==> src/rtl/pim_matrix_loader_pkg.sv <==
// Shared types and sizing for the PIM matrix loader.
// PIM_LOADER_B_COLMAJOR_EN makes matrix B arrive column-major.
package pim_matrix_loader_pkg;

    localparam int WIDTH       = 16;
    localparam int MATRIX_SIZE = 4;
    localparam int ELEM_COUNT  = MATRIX_SIZE * MATRIX_SIZE;
    localparam int CNT_W       = (ELEM_COUNT > 1) ? $clog2(ELEM_COUNT) : 1;

    typedef enum logic [2:0] {
        LOAD_A,
        LOAD_B,
        LAUNCH,
        WAIT_RESULT,
        ERROR
    } loader_state_t;

    // Storage slot in row-major matrix_B for the k-th B beat.
    function automatic logic [CNT_W-1:0] b_idx(input logic [CNT_W-1:0] k);
`ifdef PIM_LOADER_B_COLMAJOR_EN
        int unsigned ki;
        ki = {{(32-CNT_W){1'b0}}, k};
        return CNT_W'((ki % MATRIX_SIZE) * MATRIX_SIZE + ki / MATRIX_SIZE);
`else
        return k;
`endif
    endfunction

endpackage

==> src/rtl/pim_idle_watchdog.sv <==
// Idle-cycle watchdog: counts enabled cycles without a kick and flags the last one.
// expired is combinational in the MAX_IDLE_CYCLES-th consecutive idle cycle.
module pim_idle_watchdog #(
    parameter int MAX_IDLE_CYCLES = 1024
) (
    input  logic clk,
    input  logic rst,
    input  logic enable,
    input  logic kick,
    input  logic clear,
    output logic expired
);

    localparam int IW = $clog2(MAX_IDLE_CYCLES + 1);
    localparam logic [IW-1:0] LIMIT = IW'(MAX_IDLE_CYCLES - 1);

    logic [IW-1:0] idle_q;
    logic [IW-1:0] idle_d;

    assign expired = enable && !kick && !clear && (idle_q == LIMIT);

    always_comb begin
        idle_d = idle_q;
        if (clear || kick) begin
            idle_d = '0;
        end else if (enable && !expired) begin
            idle_d = idle_q + 1'b1;
        end
    end

    always_ff @(posedge clk) begin
        if (rst) begin
            idle_q <= '0;
        end else begin
            idle_q <= idle_d;
        end
    end

endmodule

==> src/rtl/pim_matrix_loader.sv <==
// Streams matrix A then B into holding registers and launches pim_controller.
// Build option PIM_LOADER_B_COLMAJOR_EN selects column-major B beat order.
module pim_matrix_loader
    import pim_matrix_loader_pkg::*;
#(
    parameter int MAX_IDLE_CYCLES = 1024
) (
    input  logic             clk,
    input  logic             rst,
    input  logic             in_valid,
    output logic             in_ready,
    input  logic [WIDTH-1:0] in_data,
    input  logic             in_last,
    output logic [WIDTH-1:0] matrix_A [ELEM_COUNT],
    output logic [WIDTH-1:0] matrix_B [ELEM_COUNT],
    output logic             start,
    input  logic             result_ready,
    output logic             busy,
    output logic             load_error
);

    loader_state_t    state_q, state_d;
    logic [CNT_W-1:0] cnt_q, cnt_d;
    logic [WIDTH-1:0] mat_a_q [ELEM_COUNT];
    logic [WIDTH-1:0] mat_b_q [ELEM_COUNT];

    logic beat;
    logic last_elem;
    logic wr_a;
    logic wr_b;
    logic wd_en;
    logic wd_expired;

    assign in_ready   = (state_q == LOAD_A) || (state_q == LOAD_B);
    assign beat       = in_valid && in_ready;
    assign last_elem  = (cnt_q == CNT_W'(ELEM_COUNT - 1));
    assign start      = (state_q == LAUNCH);
    assign load_error = (state_q == ERROR);
    assign busy       = (state_q != LOAD_A) || (cnt_q != '0);
    assign wd_en      = (state_q == LOAD_B) || ((state_q == LOAD_A) && (cnt_q != '0));

    assign matrix_A = mat_a_q;
    assign matrix_B = mat_b_q;

    pim_idle_watchdog #(
        .MAX_IDLE_CYCLES(MAX_IDLE_CYCLES)
    ) u_watchdog (
        .clk    (clk),
        .rst    (rst),
        .enable (wd_en),
        .kick   (beat),
        .clear  (!wd_en),
        .expired(wd_expired)
    );

    always_comb begin
        state_d = state_q;
        wr_a    = 1'b0;
        wr_b    = 1'b0;
        case (state_q)
            LOAD_A: begin
                if (beat) begin
                    if (in_last) begin
                        state_d = ERROR;
                    end else begin
                        wr_a = 1'b1;
                        if (last_elem) state_d = LOAD_B;
                    end
                end else if (wd_expired) begin
                    state_d = ERROR;
                end
            end
            LOAD_B: begin
                if (beat) begin
                    // in_last must coincide exactly with the final B element.
                    if (in_last != last_elem) begin
                        state_d = ERROR;
                    end else begin
                        wr_b = 1'b1;
                        if (last_elem) state_d = LAUNCH;
                    end
                end else if (wd_expired) begin
                    state_d = ERROR;
                end
            end
            LAUNCH:      state_d = WAIT_RESULT;
            WAIT_RESULT: if (result_ready) state_d = LOAD_A;
            ERROR:       state_d = ERROR;
            default:     state_d = ERROR;
        endcase

        if (state_d != state_q) begin
            cnt_d = '0;
        end else if (beat) begin
            cnt_d = cnt_q + 1'b1;
        end else begin
            cnt_d = cnt_q;
        end
    end

    always_ff @(posedge clk) begin
        if (rst) begin
            state_q <= LOAD_A;
            cnt_q   <= '0;
        end else begin
            state_q <= state_d;
            cnt_q   <= cnt_d;
        end
    end

    always_ff @(posedge clk) begin
        if (rst) begin
            for (int i = 0; i < ELEM_COUNT; i++) begin
                mat_a_q[i] <= '0;
                mat_b_q[i] <= '0;
            end
        end else begin
            if (wr_a) mat_a_q[cnt_q] <= in_data;
            if (wr_b) mat_b_q[b_idx(cnt_q)] <= in_data;
        end
    end

endmodule
==> config.mk <==
export PLATFORM = sky130hd
export DESIGN_NAME = pim_matrix_loader
export DESIGN_NICKNAME = d
export VERILOG_FILES = /design/src/rtl/pim_matrix_loader_pkg.sv /design/src/rtl/pim_idle_watchdog.sv /design/src/rtl/pim_matrix_loader.sv
export SDC_FILE = /design/constraint.sdc
export NUM_CORES = 1
export LEC_CHECK = 0
export BUFFER_PORTS_ARGS = -buffer_cell sky130_fd_sc_hd__buf_2
export CAP_MARGIN = 5
export CELL_PAD_IN_SITES_DETAIL_PLACEMENT = 1
export CELL_PAD_IN_SITES_GLOBAL_PLACEMENT = 1
export CORE_ASPECT_RATIO = 1.5
export CORE_MARGIN = 2
export CORE_UTILIZATION = 37
export CTS_BUF_LIST = sky130_fd_sc_hd__clkbuf_8
export CTS_CLUSTER_DIAMETER = 50
export DETAILED_ROUTE_END_ITERATION = 12
export MAX_ROUTING_LAYER = met4
export PLACE_DENSITY_LB_ADDON = 0.1
export SETUP_SLACK_MARGIN = 0.3
export SLEW_MARGIN = 20
export SYNTH_ARGS = -nofsm -noshare
export SYNTH_HDL_FRONTEND = slang
export SYNTH_SLANG_ARGS = --single-unit
==> constraint.sdc <==
create_clock -name clk -period 1.9 [get_ports clk]
set_clock_uncertainty 0.05 [all_clocks]
set_input_delay 0.38 -clock clk [delete_from_list [all_inputs] [get_ports clk]]
set_output_delay 0.38 -clock clk [all_outputs]
set_load 0.02 [all_outputs]
==> results of run 1 <==
layer usage:
| layer | GRT usage | routed length [um] |
|---|---|---|
| met5 | - | 0 |
| met3 | 0.0839 | 6010 |
| met4 | 0.135 | 3760 |
| met1 | 0.294 | 28700 |
| met2 | 0.477 | 38700 |
cells by family (layout without fill, tap and decap cells):
group                    count (synthesis)  in the layout
AO/OA/AOI/OAI                           47             47
XOR/XNOR                                 5              5
adder cells (fa/ha/maj)                  5              5
buffers and inverters                  168            876
flip-flops                             530            530
multiplexers                           498            498
other                                    0              1
AND/OR/NAND/NOR                        630            630
worst min-delay path: stages:
cell and delay [ps]:
buf_2 170, or3_1 190, o41ai_1 80
metrics by stage:
stage	hold WS (ps)	TNS, ps	util	cells	area (um^2)
finish	164	-71490	0.528	3274	27800
global route	140	-111270	0.528	3274	27800
CTS	85.9	-61370	0.518	3259	27200
detailed placement	396	-315	0.455	3035	23900
global placement	386	0	0.455	3035	23900
floorplan	405	-825	-	1883	19800
how the worst max path moves through the flow:
stage | depth (start not counted) | slack, ps | endpoint
6_report | 13 | -290 | matrix_A[219]$_SDFFE_PP0P_
3_5_place_dp | 7 | -170 | u_watchdog.idle_q[7]$_SDFFE_PP0P_
3_3_place_gp | 7 | 1 | u_watchdog.idle_q[7]$_SDFFE_PP0P_
5_1_grt | 6 | -410 | busy
4_1_cts | 6 | -360 | busy
2_1_floorplan | 7 | -30 | matrix_A[10]$_SDFFE_PP0P_
registers in the layout (all words and copies together), names as in the netlist:
name / count
u_watchdog.idle_q: 11
state_q: 3
matrix_B: 256
matrix_A: 256
cnt_q: 4
cells in the mapped netlist (2+ instances only):
cell	instances	share of area
nor3_1	4	0.0010
nand4_2	3	0.0019
nand2_1	39	0.0075
buf_4	15	0.0057
buf_6	13	0.0075
buf_2	24	0.0061
and4_1	3	0.0013
clkbuf_1	108	0.021
o41ai_1	2	0.00089
and2_1	2	0.00064
nand3_4	10	0.0089
o31ai_1	4	0.0015
nor2_1	502	0.096
nor4b_1	2	0.00089
inv_1	5	0.00096
or4_1	4	0.0015
xnor2_1	3	0.0013
nand3_2	14	0.0071
nand2b_1	3	0.00096
nand3_1	11	0.0028
ha_1	5	0.0032
mux2i_1	498	0.25
nand4_1	5	0.0016
o21ai_0	4	0.0010
o211ai_1	2	0.00076
nor2b_1	8	0.0025
and3_1	5	0.0016
xor2_1	2	0.00089
or3_1	5	0.0016
o21ba_2	2	0.0010
dfxtp_1	530	0.54
a21oi_1	26	0.0066
layout make-up:
cell class	count	area, um^2	share of cell area
sequential	530	10600	0.383
timing repair buffer	729	5790	0.209
tap	682	853	0.0307
clock inverter	42	235	0.00848
inverter	6	22.5	0.000812
clock buffer	99	1360	0.0491
antenna	1	2.50	0.0000902
multi-input combinational	1185	8860	0.319
repair_timing:
action	CTS	global route
cloned	28	2
hold buffers	2	0
resized for setup	112	93
setup endpoints to repair	1046	1046
buffers inserted	53	12
hold endpoints to repair	24	0
pin swaps	27	53
power groups by stage:
stage | clock [uW] | combinational (uW) | sequential, uW
3_3_place_gp | 0 | 1070 | 11400
5_1_grt | 10300 | 1400 | 11200
6_report | 9450 | 1340 | 11200
4_1_cts | 9730 | 1290 | 11200
3_5_place_dp | 0 | 1080 | 11400
2_1_floorplan | 0 | 498 | 11400
==> impl_metrics.csv, run 1 <==
group,metric,value,unit
outcome,outcome,"complete, but fails checks",
outcome,failed_checks,"negative setup slack",
drt,via_per_inst,5.00,
synthesis,syn_area_per_cell,10.4,um^2
sta,hold_violations,0,
global_routing,overflow,0,
placed_design,portBuffers,536,
sta,fin_crit,2190,ps
pwr,pwr-share-clk,0.430,
final_layout,nets,2560,
synthesis,yosys.cell_types.count,52,
synthesis,synth_nets,1909,
worst_setup_path,crit_type,"reg -> reg",
pwr,ir_worst_vdd,0.000635,V
synthesis,synth-seq-area-share,0.540,
worst_setup_path,ff2ff_path_depth,13,
worst_setup_path,critPathArrivalTime,2690,ps
worst_setup_path,r2r_setup_slack,-290,ps
clock_tree,numCtsBuffers,82,
synthesis,synthSimpleGateAreaFrac,0.143,
pwr,comb_power_share,0.061,
synthesis,synth-xor-area-share,0.00223,
clock_tree,cts_sinks,530,
worst_setup_path,cp.required,2400,ps
placed_design,preCtsSetupSlack,-170,ps
clock_tree,cts_root_buffer,"clkbuf_8",
floorplan,io_pins,537,
drt,drtIter0Drc,648,
synthesis,synth-adder-area-share,0.00319,
global_routing,grt_pass1_wl,111000,um
clock_tree,path_clk_slew,60,ps
final_layout,final_common_cell,"buf_2",
clock_tree,cts_tree,"built",
worst_setup_path,crit_chain,"buf_6 -> buf_6 -> nor4b_4 -> buf_6 -> buf_12 -> buf_16 -> buf_8 -> buf_12 -> buf_12 -> nand3_4 -> buf_12 -> mux2i_2 -> nor2_1",
flow_run,drv_cap,0,
sta,slew_violations,0,
sta,worst_pin_slew,573,ps
worst_setup_path,path_common_cell,"buf_12",
pwr,leakagePower,0.0157,uW
synthesis,syn_area,19600,um^2
hold_path,holdPathStages,3,
floorplan,die_x,192,um
synthesis,synthMuxAreaShare,0.254,
worst_setup_path,crit_path_start,"state_q[2]$_SDFF_PP0_",
synthesis,synth_compound_area_frac,0.0150,
sta,layout_setup_ws,-290,ps
drt,wl,77100,um
synthesis,synth_top_family_by_area,"multiplexers",
floorplan,die_h,286,um
hold_path,min_to,"u_watchdog.idle_q[2]$_SDFFE_PP0P_",
synthesis,ys_ff_latch,530,
drt,dr_total_vias,16400,
final_layout,drive_gt1_frac,0.374,
drt,dr.pass1.iters,5,
global_routing,antenna_found_initial,1,
floorplan,start_util,0.373,
clock_tree,clkLatencyLatePin,660,ps
worst_setup_path,cpMaxStageDelayCell,"dfxtp_2",
worst_setup_path,path_max_fanout,8,
drt,post_drt_wl_per_cell,23.5,um
hold_path,hold_class,"in -> reg",
global_routing,grt_max_degree,79,
synthesis,ys_warn_count,0,
clock_tree,clk_path_buf_depth,3,
worst_setup_path,r2r_start,"state_q[2]$_SDFF_PP0_",
synthesis,synthCells,1883,
synthesis,synth_ff_type,"dfxtp_1",
final_layout,nFillCells,5836,
sta,max_clock_freq,0.457,GHz
pwr,p_per_area,791,nW/um^2
drt,drc,0,
sta,timing.slew.headroom,0.618,
pwr,total_power,22000,uW
synthesis,synth-async-reset-ratio,0,
clock_tree,h-tree-depth,3,
sta,period_share,1.15,
worst_setup_path,path_buf_inv,9,
synthesis,synth-edff-count,0,
global_routing,grt_pass1_vias,17200,
pwr,sequentialPowerShare,0.508,
hold_path,min_from,"in_valid",
drt,antenna_left,0,
floorplan,die_area,55000,um^2
global_routing,gr-usage-all-layers,0.280,
floorplan,coreArea,52600,um^2
sta,setup_viol,520,
final_layout,layout_common_cells,"531 x buf_2, 524 x dfxtp_1, 501 x nor2_1",
placed_design,dp_hpwl,47200,um
pwr,internal-power,16500,uW
floorplan,rows,103,
worst_setup_path,endpoint_kind,"register",
worst_setup_path,r2r-end,"matrix_A[219]$_SDFFE_PP0P_",
worst_setup_path,slowest_delay,330,ps
pwr,netSwitchingPower,5450,uW
worst_setup_path,cp_top_family,"buffers and inverters",
final_layout,areaGrowthSynthToFinish,41.3,%
sta,rsz0062_at_grt,"yes",
placed_design,gp_congestion,0.805,
worst_setup_path,worstSetupStartpointType,"register",
pwr,swShare,0.248,
Note: power is estimated with default switching activity, not from simulation.
==> run 2, diff against run 1 <==
--- a/config.mk
+++ b/config.mk
@@ -16,7 +16,7 @@
 export CTS_CLUSTER_DIAMETER = 50
 export DETAILED_ROUTE_END_ITERATION = 12
 export MAX_ROUTING_LAYER = met4
-export PLACE_DENSITY_LB_ADDON = 0.1
+export PLACE_DENSITY = 0.87
 export SETUP_SLACK_MARGIN = 0.3
 export SLEW_MARGIN = 20
 export SYNTH_ARGS = -nofsm -noshare
==> run 2 against run 1 <==
  * The flow still finishes with violations (negative setup slack)
  * Critical endpoint is now matrix_A[151]$_SDFFE_PP0P_
  * Highest routed layer unchanged
  * Setup slack worse by 260 ps
  * First-iteration DRC count is 45% higher
  * Via count is 9.2% higher
==> impl_metrics.csv, run 2 (synthesized netlist as in run 1, its figures left out) <==
group,metric,value,unit
outcome,outcome,"complete, but fails checks",
outcome,failed_checks,"negative setup slack",
clock_tree,cts_root_buffer,"clkbuf_8",
floorplan,die_h,286,um
worst_setup_path,path_max_fanout,7,
worst_setup_path,endpoint_kind,"register",
sta,setup_viol,511,
global_routing,antenna_found_initial,6,
global_routing,overflow,0,
drt,antenna_left,0,
final_layout,layout_common_cells,"531 x buf_2, 523 x dfxtp_1, 487 x nor2_1",
final_layout,final_common_cell,"buf_2",
pwr,p_per_area,812,nW/um^2
sta,slew_violations,0,
worst_setup_path,worstSetupStartpointType,"register",
final_layout,areaGrowthSynthToFinish,43.8,%
worst_setup_path,path_buf_inv,6,
drt,dr.pass1.iters,5,
final_layout,final-seq-area,10600,um^2
clock_tree,clkLatencyLatePin,710,ps
drt,drc,0,
placed_design,dpl_cell_area,23700,um^2
final_layout,nets,2568,
final_layout,multiInputGateArea,9440,um^2
flow_run,drv_cap,0,
final_layout,drive_gt1_frac,0.411,
floorplan,die_x,192,um
placed_design,gp_congestion,0.822,
clock_tree,h-tree-depth,3,
sta,hold_violations,0,
final_layout,nFillCells,5650,
drt,dr_total_vias,17900,
sta,rsz0062_at_grt,"yes",
global_routing,grt_pass1_vias,19200,
sta,fin_crit,2450,ps
worst_setup_path,critPathArrivalTime,2990,ps
pwr,comb_power_share,0.061,
global_routing,gr-usage-all-layers,0.309,
pwr,swShare,0.259,
drt,drtIter0Drc,940,
hold_path,hold_class,"in -> reg",
sta,timing.slew.headroom,0.561,
pwr,ir_worst_vdd,0.000714,V
sta,max_clock_freq,0.408,GHz
pwr,leakagePower,0.0153,uW
worst_setup_path,cpMaxStageDelayCell,"mux2i_2",
floorplan,io_pins,537,
worst_setup_path,crit_chain,"buf_6 -> buf_6 -> nor4b_4 -> buf_12 -> buf_6 -> buf_6 -> nand3_4 -> buf_6 -> mux2i_2 -> nor2_1",
sta,period_share,1.29,
global_routing,grt_max_degree,115,
drt,post_drt_wl_per_cell,28.1,um
clock_tree,clk_path_buf_depth,3,
placed_design,portBuffers,536,
pwr,internal-power,17000,uW
placed_design,preCtsSetupSlack,-439,ps
sta,layout_setup_ws,-552,ps
clock_tree,numCtsBuffers,81,
floorplan,start_util,0.373,
pwr,netSwitchingPower,5940,uW
clock_tree,cts_tree,"built",
clock_tree,cts_sinks,530,
floorplan,die_area,55000,um^2
sta,hold_ws,126,ps
pwr,total_power,22900,uW
worst_setup_path,path_common_cell,"buf_6",
floorplan,coreArea,52600,um^2
worst_setup_path,cp.required,2430,ps
worst_setup_path,cp_top_family,"buffers and inverters",
sta,worst_pin_slew,646,ps
placed_design,dp_hpwl,49200,um
final_layout,finalInstanceArea,28200,um^2
drt,via_per_inst,5.43,
drt,wl,92600,um
worst_setup_path,slowest_delay,540,ps
global_routing,grt_pass1_wl,122000,um
pwr,sequentialPowerShare,0.486,
pwr,pwr-share-clk,0.453,
clock_tree,path_clk_slew,80,ps
floorplan,rows,103,
sta,tns,-47430,ps
worst_setup_path,crit_type,"reg -> reg",
==> run 2: changes by cell type in the layout (fill, tap and decap cells not counted), moves of 10 or more <==
cell | before | now
buf_6 | 35 | 55
nor2_1 | 501 | 487
mux2i_4 | 7 | 36
mux2i_1 | 466 | 413
buf_12 | 74 | 60
mux2i_2 | 25 | 49
buf_4 | 54 | 68
nor2_2 | 2 | 14
buf_16 | 24 | 14
==> run 2: worst register-to-register path: stages (launching register included) <==
cell,delay (ps)
dfxtp_4,360
buf_6,120
buf_6,130
nor4b_4,320
buf_12,170
buf_6,100
buf_6,90
nand3_4,130
buf_6,180
mux2i_2,540
nor2_1,130
==> run 2: power groups by stage <==
stage	clock, uW	combinational (uW)	sequential (uW)
after global routing	11000	1420	11200
after floorplan	0	498	11400
after detailed placement	0	1050	11400
after global placement	0	1020	11400
after CTS	10300	1230	11200
final	10400	1400	11200
==> run 2: path summary, 6_finish.rpt <==
path	slack, ps	end	cells after the start	startpoint
worst max-delay path	-550	matrix_A[151]$_SDFFE_PP0P_	10	state_q[1]$_SDFF_PP0_
worst min register to register	430	matrix_B[12]$_SDFFE_PP0P_	2	matrix_B[12]$_SDFFE_PP0P_
worst min-delay path	130	cnt_q[2]$_SDFFE_PP0N_	4	in_valid
worst max register to register	-550	matrix_A[151]$_SDFFE_PP0P_	10	state_q[1]$_SDFF_PP0_
==> run 2: repair_timing <==
action                                  CTS  global route
endpoints found under the hold margin     6             0
buffers inserted                         65            20
gates resized for setup                 173           163
pin swaps                                50            52
cloned                                   16             0
setup endpoints to repair              1045          1046
hold buffers                              4             0
==> run 2: layout make-up <==
class	count	share of cell area
flip-flops and latches	530	0.376
multi-input cells	1185	0.334
repair buffers	738	0.196
clock buffers	104	0.0507
well taps	682	0.0302
clock inverters	42	0.0114
inverters	6	0.000975
diodes	6	0.000532
==> run 2: per-stage QoR <==
step,instances,utilization
after global placement,3036,0.451
after floorplan,1883,-
after CTS,3267,0.519
after global routing,3292,0.537
final,3293,0.537
after detailed placement,3036,0.451
==> run 2: layer usage <==
metal	vias up	routed length, um	GRT usage
li1	7616	-	-
met1	8798	30900	0.298
met2	1020	46700	0.535
met3	460	7830	0.0800
met4	0	7120	0.211
met5	-	0	-
==> run 3, diff against run 2 <==
--- a/config.mk
+++ b/config.mk
@@ -10,7 +10,6 @@
 export CELL_PAD_IN_SITES_DETAIL_PLACEMENT = 1
 export CELL_PAD_IN_SITES_GLOBAL_PLACEMENT = 1
 export CORE_ASPECT_RATIO = 1.5
-export CORE_MARGIN = 2
 export CORE_UTILIZATION = 37
 export CTS_BUF_LIST = sky130_fd_sc_hd__clkbuf_8
 export CTS_CLUSTER_DIAMETER = 50
==> run 3 against run 2 <==
  * The run still ends with negative setup slack left
  * Cell area is 0.24% higher
  * Count of clock-buffer cells in the layout is 6 higher
  * Cell count is 0.18% higher
  * Setup slack better by 57 ps
  * Core utilization is 0.13 points higher
  * Global-route usage is 1.1 points lower
  * Non-clock buffer count is 6 higher
  * Sequential power hardly changed
  * Sequential share of layout area is 0.072 points lower
  * Critical path depth stayed put
  * Register-to-register slack better by 60 ps
  * Total power is 1.9% higher
  * Critical endpoint is now matrix_A[136]$_SDFFE_PP0P_
==> impl_metrics.csv, run 3 (synthesized netlist as in run 1, its figures left out) <==
group,metric,value,unit
clock_tree,clkLatencyLatePin,720,ps
pwr,sequentialPowerShare,0.477,
global_routing,antenna_found_initial,3,
sta,worst_pin_slew,639,ps
final_layout,nets,2577,
global_routing,overflow,0,
worst_setup_path,crit_path_start,"state_q[1]$_SDFF_PP0_",
drt,post_drt_wl_per_cell,27.4,um
drt,wl,90400,um
floorplan,die_area,54000,um^2
clock_tree,path_clk_slew,90,ps
sta,setup_viol,498,
worst_setup_path,crit_type,"reg -> reg",
clock_tree,clk_path_buf_depth,3,
drt,via_per_inst,5.39,
final_layout,nFillCells,5679,
final_layout,layout_common_cells,"531 x buf_2, 523 x dfxtp_1, 482 x nor2_1",
floorplan,die_x,190,um
hold_path,min_from,"in_data[2]",
sta,period_share,1.26,
sta,rsz0062_at_grt,"yes",
flow_run,drv_cap,0,
hold_path,hold_class,"in -> reg",
final_layout,final_common_cell,"buf_2",
clock_tree,h-tree-depth,3,
global_routing,grt_pass1_wl,117000,um
worst_setup_path,crit_chain,"buf_6 -> nor4b_4 -> buf_12 -> buf_12 -> buf_6 -> buf_6 -> nand3_4 -> clkbuf_16 -> mux2i_1 -> nor2_1",
clock_tree,cts_tree,"built",
final_layout,areaGrowthSynthToFinish,44.1,%
pwr,p_per_area,826,nW/um^2
placed_design,portBuffers,536,
sta,fin_crit,2390,ps
pwr,netSwitchingPower,5940,uW
worst_setup_path,worstSetupStartpointType,"register",
clock_tree,cts_root_buffer,"clkbuf_8",
worst_setup_path,critPathArrivalTime,2930,ps
global_routing,grt_max_degree,95,
drt,drc,0,
pwr,ir_worst_vdd,0.000638,V
pwr,swShare,0.254,
drt,dr_total_vias,17800,
worst_setup_path,endpoint_kind,"register",
pwr,internal-power,17400,uW
placed_design,dp_hpwl,47900,um
placed_design,gp_congestion,0.838,
drt,antenna_left,0,
worst_setup_path,r2r_start,"state_q[1]$_SDFF_PP0_",
final_layout,drive_gt1_frac,0.405,
global_routing,grt_pass1_vias,18600,
global_routing,gr-usage-all-layers,0.297,
outcome,failed_checks,"negative setup slack",
pwr,pwr-share-clk,0.461,
worst_setup_path,cpMaxStageDelayCell,"nor4b_4",
drt,drtIter0Drc,1075,
pwr,leakagePower,0.0155,uW
clock_tree,cts_sinks,530,
floorplan,io_pins,537,
floorplan,die_h,284,um
sta,slew_violations,0,
worst_setup_path,path_max_fanout,8,
worst_setup_path,slowest_delay,520,ps
floorplan,rows,103,
sta,max_clock_freq,0.418,GHz
sta,layout_setup_ws,-494,ps
floorplan,coreArea,52600,um^2
placed_design,dpl_cell_area,23600,um^2
worst_setup_path,path_common_cell,"buf_6",
final_layout,finalInstanceArea,28300,um^2
sta,tns,-98980,ps
clock_tree,numCtsBuffers,84,
worst_setup_path,cp.required,2430,ps
floorplan,start_util,0.373,
sta,timing.slew.headroom,0.570,
drt,dr.pass1.iters,5,
outcome,outcome,"complete, but fails checks",
pwr,comb_power_share,0.062,
sta,hold_violations,0,
sta,hold_ws,134,ps
[run 3: routing by layer]
metal / GRT usage / vias up / routed length [um] / share of wire
met4: 0.210 / 0 / 7420 / 0.082
li1: - / 7648 / - / -
met3: 0.0531 / 428 / 6060 / 0.067
met2: 0.520 / 973 / 45800 / 0.51
met1: 0.295 / 8740 / 31100 / 0.34
met5: - / - / 0 / 0
[run 3: final timing paths]
| path | to | slack (ps) | depth (start not counted) |
|---|---|---|---|
| setup / recovery | matrix_A[136]$_SDFFE_PP0P_ | -490 | 10 |
| hold / removal | matrix_B[2]$_SDFFE_PP0P_ | 130 | 3 |
| setup reg to reg | matrix_A[136]$_SDFFE_PP0P_ | -490 | 10 |
| hold reg to reg | matrix_B[6]$_SDFFE_PP0P_ | 410 | 2 |
[run 3: critical path: cells and delay by family (launching register included)]
family        cells  cell delay (ps)
buf+inv           6              850
simple gates      3              710
flops             1              380
mux               1              270
[run 3: area by class of cell]
class	count	area [um^2]	share of cell area
Antenna cell	3	7.51	0.000265
Multi-Input combinational cell	1185	9290	0.328
Inverter	6	30.0	0.00106
Clock buffer	110	1510	0.0535
Tap cell	682	853	0.0301
Timing Repair Buffer	744	5650	0.200
Sequential cell	530	10600	0.376
Clock inverter	39	329	0.0116
[run 3: power by group through the flow]
stage	sequential [uW]	clock (uW)	combinational (uW)
after global placement	11400	0	1030
after floorplan	11400	0	498
after detailed placement	11400	0	1050
final	11200	10800	1440
after global routing	11200	11400	1470
after CTS	11200	10800	1230
[run 3: stage by stage]
stage	util	setup slack [ps]	std cells	total power [uW]
2_1_floorplan	-	-28.5	1883	11900
3_3_place_gp	0.450	-372	3029	12400
3_5_place_dp	0.450	-565	3029	12500
4_1_cts	0.511	-350	3253	23100
5_1_grt	0.538	-433	3299	24100
6_report	0.538	-494	3299	23400
[run 3: what timing repair did]
item	CTS	global route
hold buffers	2	0
gates resized for setup	112	173
hold endpoints to repair	25	0
setup buffers	62	32
pin swaps	41	55
cloned	11	11
endpoints found under the setup margin	1046	1046
